`config.mk`:
```
export PLATFORM = sky130hd
export DESIGN_NAME = multicycle_ctrl
export DESIGN_NICKNAME = d
export VERILOG_FILES = /design/src/rtl/multicycle_ctrl.sv
export SDC_FILE = /design/constraint.sdc
export NUM_CORES = 1
export LEC_CHECK = 0
export ABC_AREA = 1
export ABC_CLOCK_PERIOD_IN_PS = 1900
export BUFFER_PORTS_ARGS = -buffer_cell sky130_fd_sc_hd__buf_2
export CORE_MARGIN = 3
export CORE_UTILIZATION = 51
export DETAILED_ROUTE_END_ITERATION = 12
export PLACE_DENSITY = 0.86
export SLEW_MARGIN = 20
export SYNTH_ARGS = -nofsm -noshare
export SYNTH_HDL_FRONTEND = slang
export SYNTH_SLANG_ARGS = --single-unit
export TNS_END_PERCENT = 100
```
`constraint.sdc`:
```
create_clock -name clk -period 1.9 [get_ports clk]
set_input_delay 0.475 -clock clk [delete_from_list [all_inputs] [get_ports clk]]
set_output_delay 0.475 -clock clk [all_outputs]
set_load 0.01 [all_outputs]
```
`src/rtl/multicycle_ctrl.sv`:
```
// Multi-cycle control FSM for the RV32I core: fetch/decode/execute/memory/writeback sequencing.
// Optional retired-instruction counter output instret: define MULTICYCLE_CTRL_INSTRET_EN.
module multicycle_ctrl #(
    parameter int MEM_WAIT_MAX = 16,
    parameter int WAIT_CNT_W   = 8
) (
    input  logic        clk,
    input  logic        rst_n,
    input  logic [6:0]  opcode,
    input  logic        branch_taken,
    input  logic        mem_ready,
    output logic        mem_req,
    output logic        mem_we,
    output logic        addr_sel,
    output logic        ir_we,
    output logic        pc_we,
    output logic [1:0]  pc_sel,
    output logic        alu_a_sel,
    output logic        alu_b_sel,
    output logic        rf_we,
    output logic [1:0]  wb_sel,
    output logic        halt,
    output logic [2:0]  state
`ifdef MULTICYCLE_CTRL_INSTRET_EN
    ,
    output logic [31:0] instret
`endif
);

    // state  | meaning
    // RST    | idle after reset, leaves next cycle
    // FETCH  | read instruction at PC, load IR on mem_ready
    // DECODE | classify opcode, illegal/system goes to TRAP
    // EXEC   | ALU operation; branches and FENCE finish here
    // MEM    | load/store access at ALU address
    // WB     | register write and PC update
    // TRAP   | halted until reset
    typedef enum logic [2:0] {
        S_RST    = 3'd0,
        S_FETCH  = 3'd1,
        S_DECODE = 3'd2,
        S_EXEC   = 3'd3,
        S_MEM    = 3'd4,
        S_WB     = 3'd5,
        S_TRAP   = 3'd6
    } state_t;

    localparam logic [6:0] OP_LUI    = 7'b0110111;
    localparam logic [6:0] OP_AUIPC  = 7'b0010111;
    localparam logic [6:0] OP_JAL    = 7'b1101111;
    localparam logic [6:0] OP_JALR   = 7'b1100111;
    localparam logic [6:0] OP_IMM    = 7'b0010011;
    localparam logic [6:0] OP_REG    = 7'b0110011;
    localparam logic [6:0] OP_LOAD   = 7'b0000011;
    localparam logic [6:0] OP_STORE  = 7'b0100011;
    localparam logic [6:0] OP_BRANCH = 7'b1100011;
    localparam logic [6:0] OP_FENCE  = 7'b0001111;

    localparam bit                   TIMEOUT_EN = (MEM_WAIT_MAX != 0);
    localparam logic [WAIT_CNT_W-1:0] WAIT_LAST = WAIT_CNT_W'(MEM_WAIT_MAX - 1);

    state_t                  state_q, state_d;
    logic [WAIT_CNT_W-1:0]   wait_cnt;
    logic                    waiting;
    logic                    timeout;

    // wait_cnt holds the stalled cycles already spent; this cycle is the last allowed one
    assign waiting = ((state_q == S_FETCH) || (state_q == S_MEM)) && !mem_ready;
    assign timeout = TIMEOUT_EN && waiting && (wait_cnt == WAIT_LAST);
    assign state   = state_q;

    always_ff @(posedge clk or negedge rst_n) begin
        if (!rst_n) begin
            state_q  <= S_RST;
            wait_cnt <= '0;
        end else begin
            state_q <= state_d;
            if (state_d != state_q)
                wait_cnt <= '0;
            else if (waiting)
                wait_cnt <= wait_cnt + WAIT_CNT_W'(1);
        end
    end

    always_comb begin
        state_d   = state_q;
        mem_req   = 1'b0;
        mem_we    = 1'b0;
        addr_sel  = 1'b0;
        ir_we     = 1'b0;
        pc_we     = 1'b0;
        pc_sel    = 2'd0;
        alu_a_sel = 1'b0;
        alu_b_sel = 1'b0;
        rf_we     = 1'b0;
        wb_sel    = 2'd0;
        halt      = 1'b0;
        case (state_q)
            S_RST: state_d = S_FETCH;
            S_FETCH: begin
                mem_req = 1'b1;
                if (mem_ready) begin
                    ir_we   = 1'b1;
                    state_d = S_DECODE;
                end else if (timeout) begin
                    state_d = S_TRAP;
                end
            end
            S_DECODE: begin
                case (opcode)
                    OP_LUI, OP_AUIPC, OP_JAL, OP_JALR, OP_IMM, OP_REG,
                    OP_LOAD, OP_STORE, OP_BRANCH, OP_FENCE: state_d = S_EXEC;
                    default:                                state_d = S_TRAP;
                endcase
            end
            S_EXEC: begin
                alu_a_sel = (opcode == OP_AUIPC) || (opcode == OP_JAL) || (opcode == OP_BRANCH);
                alu_b_sel = !((opcode == OP_REG) || (opcode == OP_BRANCH));
                case (opcode)
                    OP_LOAD, OP_STORE: state_d = S_MEM;
                    OP_BRANCH: begin
                        pc_we   = 1'b1;
                        pc_sel  = branch_taken ? 2'd1 : 2'd0;
                        state_d = S_FETCH;
                    end
                    OP_FENCE: begin
                        pc_we   = 1'b1;
                        state_d = S_FETCH;
                    end
                    default: state_d = S_WB;
                endcase
            end
            S_MEM: begin
                mem_req  = 1'b1;
                addr_sel = 1'b1;
                mem_we   = (opcode == OP_STORE);
                if (mem_ready) begin
                    if (opcode == OP_STORE) begin
                        pc_we   = 1'b1;
                        state_d = S_FETCH;
                    end else begin
                        state_d = S_WB;
                    end
                end else if (timeout) begin
                    state_d = S_TRAP;
                end
            end
            S_WB: begin
                rf_we   = 1'b1;
                pc_we   = 1'b1;
                state_d = S_FETCH;
                case (opcode)
                    OP_LOAD: wb_sel = 2'd1;
                    OP_JAL:  begin wb_sel = 2'd2; pc_sel = 2'd1; end
                    OP_JALR: begin wb_sel = 2'd2; pc_sel = 2'd2; end
                    OP_LUI:  wb_sel = 2'd3;
                    default: wb_sel = 2'd0;
                endcase
            end
            S_TRAP: halt = 1'b1;
            default: state_d = S_RST;
        endcase
    end

`ifdef MULTICYCLE_CTRL_INSTRET_EN
    logic retire;
    assign retire = (state_d == S_FETCH) &&
                    ((state_q == S_EXEC) || (state_q == S_MEM) || (state_q == S_WB));

    always_ff @(posedge clk or negedge rst_n) begin
        if (!rst_n)
            instret <= 32'd0;
        else if (retire)
            instret <= instret + 32'd1;
    end
`endif

endmodule
```
==> flow_summary.html <==
<table>
<tr><th>Metric</th><th>Value</th></tr>
<tr><th colspan="2">Outcome</th></tr>
<tr><td>Outcome</td><td>complete, but fails checks</td></tr>
<tr><td>Violated checks</td><td>setup timing</td></tr>
<tr><th colspan="2">Synthesis</th></tr>
<tr><td>Seq cells post-synth</td><td>11</td></tr>
<tr><td>Largest family of logic cells by synthesized area</td><td>simple AND/OR/NAND/NOR gates</td></tr>
<tr><td>Area fraction in compound gates after synthesis</td><td>5.48%</td></tr>
<tr><td>Post-synthesis average cell area</td><td>6.22 um2</td></tr>
<tr><td>Area share of fa/ha/maj cells after synthesis</td><td>between 1 and 1.5%</td></tr>
<tr><td>Multiplexer fraction of the synthesized cell area</td><td>a little over 1%</td></tr>
<tr><td>Synth warn</td><td>0</td></tr>
<tr><td>Sequential cell area fraction in the yosys report</td><td>between 20% and 30%</td></tr>
<tr><td>Number of distinct library cells after synthesis</td><td>24</td></tr>
<tr><td>Synthesized-area fraction occupied by and/or/nand/nor cells</td><td>50.4%</td></tr>
<tr><td>Synth Net Count</td><td>170</td></tr>
<tr><td>Mapped Cells</td><td>158</td></tr>
<tr><td>Post-Synthesis Cell Area</td><td>between 900 and 1000 um2</td></tr>
<tr><td>Xor-xnor portion of the synthesized cell area</td><td>under 10%</td></tr>
<tr><th colspan="2">GRT</th></tr>
<tr><td>Initial antenna violation count</td><td>0</td></tr>
<tr><td>Total global-route track usage</td><td>around 20%</td></tr>
<tr><td>Sum of overflow across all layers after global routing</td><td>0</td></tr>
<tr><td>Vias in the first global route</td><td>roughly 1k</td></tr>
<tr><td>Global-route wire length before repair</td><td>4.04 mm</td></tr>
<tr><td>Pin count of the biggest net entering global routing</td><td>12</td></tr>
<tr><th colspan="2">STA</th></tr>
<tr><td>Post-route worst hold slack</td><td>approximately 0.063 ns</td></tr>
<tr><td>Shortest clock period the worst path allows after layout</td><td>1.92 ns</td></tr>
<tr><td>Ratio of final minimum period to clock period</td><td>101%</td></tr>
<tr><td>Normalized max-slew margin</td><td>just under 80%</td></tr>
<tr><td>Final total negative setup slack</td><td>-0.0159 ns</td></tr>
<tr><td>Final Max Tran Viols</td><td>0</td></tr>
<tr><td>Final setup viols</td><td>1</td></tr>
<tr><td>Worst Tran Pin Value</td><td>roughly 0.31 ns</td></tr>
<tr><td>Peak Freq</td><td>522 MHz</td></tr>
<tr><td>Setup slack after layout</td><td>-0.0159 ns</td></tr>
<tr><td>Setup repair after global routing missed its margin</td><td>true</td></tr>
<tr><td>Final Hold Viols</td><td>0</td></tr>
<tr><td>Setup skew after layout</td><td>0.00898 ns</td></tr>
<tr><th colspan="2">Setup path</th></tr>
<tr><td>Startpoint type of the worst setup path</td><td>flip-flop</td></tr>
<tr><td>Endpoint class of the critical path</td><td>primary output</td></tr>
<tr><td>CP Class</td><td>reg -&gt; out</td></tr>
<tr><td>Worst endpoint data arrival time</td><td>about 1.4 ns</td></tr>
<tr><td>CP required</td><td>roughly 1.4 ns</td></tr>
<tr><td>Maximum fanout count along the critical path</td><td>6</td></tr>
<tr><th colspan="2">Placed design</th></tr>
<tr><td>Placed Area</td><td>around 1200 um2</td></tr>
<tr><td>Count of input and output buffers</td><td>26</td></tr>
<tr><td>Gp weighted congestion</td><td>0.941</td></tr>
<tr><td>Worst slack, placed</td><td>-0.0347 ns</td></tr>
<tr><td>DP HPWL</td><td>1.82 mm</td></tr>
<tr><th colspan="2">Layout</th></tr>
<tr><td>Antenna Cells</td><td>0</td></tr>
<tr><td>Ratio of cells with drive above 1 in the final layout</td><td>42.9%</td></tr>
<tr><td>Leading cell type in the layout, fill and taps excluded</td><td>nor2_1</td></tr>
<tr><td>Commonest cells after routing, fill and taps aside</td><td>nor2_1 (35), nand2_1 (29), buf_2 (26), inv_1 (15), nand3_1 (11)</td></tr>
<tr><td>Non-Filler Cell Area, Final</td><td>~1300 um2</td></tr>
<tr><td>Count of nets after finishing</td><td>209</td></tr>
<tr><td>Post-Route Utilization</td><td>about three quarters</td></tr>
<tr><td>Area overhead of the layout relative to synthesis</td><td>35.8%</td></tr>
<tr><th colspan="2">Clock tree</th></tr>
<tr><td>Clock-pin slew reported for the worst setup and hold paths after clock tree synthesis</td><td>~0.070 ns</td></tr>
<tr><td>Buffer levels on the longest clock path</td><td>2</td></tr>
<tr><td>Post-cts hold buffer count</td><td>0</td></tr>
<tr><td>Clock tree from TritonCTS</td><td>built</td></tr>
<tr><td>Maximum level of the CTS H-tree</td><td>1</td></tr>
<tr><td>Clock root buffer</td><td>clkbuf_4</td></tr>
<tr><td>Clock latency at the later pin of the worst-skew pair</td><td>roughly 0.27 ns</td></tr>
<tr><td>Number of buffers created by CTS</td><td>3</td></tr>
<tr><td>CTS sink cnt</td><td>11</td></tr>
<tr><th colspan="2">Floorplanning</th></tr>
<tr><td>Area inside the core boundary</td><td>1760 um2</td></tr>
<tr><td>Chip Width</td><td>roughly 50 um</td></tr>
<tr><td>Die Height</td><td>49.9 um</td></tr>
<tr><td>Initial cell density of the core</td><td>about 56%</td></tr>
<tr><td>Full die area</td><td>2490 um2</td></tr>
<tr><td>Number of placement rows</td><td>15</td></tr>
<tr><td>I/O pin total</td><td>27</td></tr>
<tr><th colspan="2">Power</th></tr>
<tr><td>Maximum resistive drop on vdd</td><td>0.755 mV</td></tr>
<tr><td>Leak</td><td>around 0.7 nW</td></tr>
<tr><td>Power density over the cells</td><td>1040 nW/um2</td></tr>
<tr><th colspan="2">Routing</th></tr>
<tr><td>Drt first pass iters</td><td>4</td></tr>
<tr><td>Routed via count</td><td>about 1.2k</td></tr>
<tr><td>Drt initial violations</td><td>27</td></tr>
<tr><td>Remaining antenna violation count after routing</td><td>0</td></tr>
<tr><td>Vias per inst</td><td>approximately 5.2</td></tr>
<tr><td>Remaining DRCs</td><td>0</td></tr>
<tr><td>Detailed Route WL</td><td>roughly 2.8 mm</td></tr>
<tr><td>Wirelength per Cell</td><td>12.5 um</td></tr>
<tr><th colspan="2">Hold path</th></tr>
<tr><td>Type of the tightest min-delay check</td><td>in -&gt; async</td></tr>
<tr><th colspan="2">Flow run</th></tr>
<tr><td>Number of max-capacitance violations reported</td><td>0</td></tr>
</table>
==> final cells by class <==
| type | instances | area [um2] |
|---|---|---|
| Tap cell | 25 | 31.3 |
| Fill cell | 130 | 430 |
| Sequential cell | 11 | 279 |
| Timing Repair Buffer | 34 | 190 |
| Inverter | 24 | 98.8 |
| Multi-Input combinational cell | 123 | 708 |
| Clock buffer | 4 | 26.3 |
==> registers in the layout, summed over array words and instances (netlist names) <==
register and flops:
state 3, wait_cnt 8
==> worst max-delay path, stage by stage (launching register included) <==
cell and delay, ns:
dfrtp_2 0.45, inv_4 0.07, nor3_4 0.30, o21ai_1 0.13, nand3_1 0.09, buf_2 0.13
==> what timing repair did <==
item,CTS,global route
gates resized for setup,6,36
setup endpoints to repair,6,9
pin swaps,1,6
buffers inserted,0,6
==> path summary, 6_finish.rpt <==
kind	start	endpoint	slack [ns]	cells past startpoint
min reg2reg	wait_cnt[1]	wait_cnt[1]	0.58	2
max	state[0]	pc_we	-0.02	5
min in group clk	wait_cnt[1]	wait_cnt[1]	0.58	2
min	rst_n	wait_cnt[5]	0.06	1
max in group asynchronous	rst_n	state[0]	1.62	1
max reg2reg	wait_cnt[0]	wait_cnt[2]	0.18	11
==> synth_stat cells (all sizes together) <==
master,instances,area (um2)
clkinv,1,5.00
nor3,2,15.0
nor2,48,193
ha,1,12.5
inv,23,86.3
o21bai,1,11.3
mux2i,1,10.0
nand2,40,170
nand3b,1,20.0
nand3,15,85.1
xor2,3,26.3
a21oi,4,27.5
nand4,2,12.5
dfrtp,11,275
xnor2,2,17.5
o21ai,3,15.0
==> metal layers <==
metal  up-vias  global-route usage [%]  wire, um
li1        566                       -         -
met2        42                    37.0      1440
met1       541                    23.9      1120
met4         0                    4.15        25
met3         4                    5.14       168
met5         -                       0         0
==> stage by stage <==
step           cells  total power [mW]
6_report         221              1.39
5_1_grt          221              1.48
4_1_cts          215              1.22
3_5_place_dp     211              1.03
3_3_place_gp     211              1.01
2_1_floorplan    158             0.834
==> power by group <==
part | switching [mW] | internal, mW | total, mW | leakage, nW
Sequential | 0.0860 | 0.282 | 0.368 | 0.145
Clock | 0.0731 | 0.0811 | 0.154 | 0.0150
Combinational | 0.544 | 0.321 | 0.865 | 0.555
Total | 0.703 | 0.684 | 1.39 | 0.715
==> cell families after synthesis <==
logic type,Yosys count
AOI/OAI and AO/OA,8
xor gates and xnor gates,5
adders and majority gates,1
buffers and inverters,24
DFF,11
muxes,1
and+or+nand+nor,108
(Power assumes the default switching activity.)
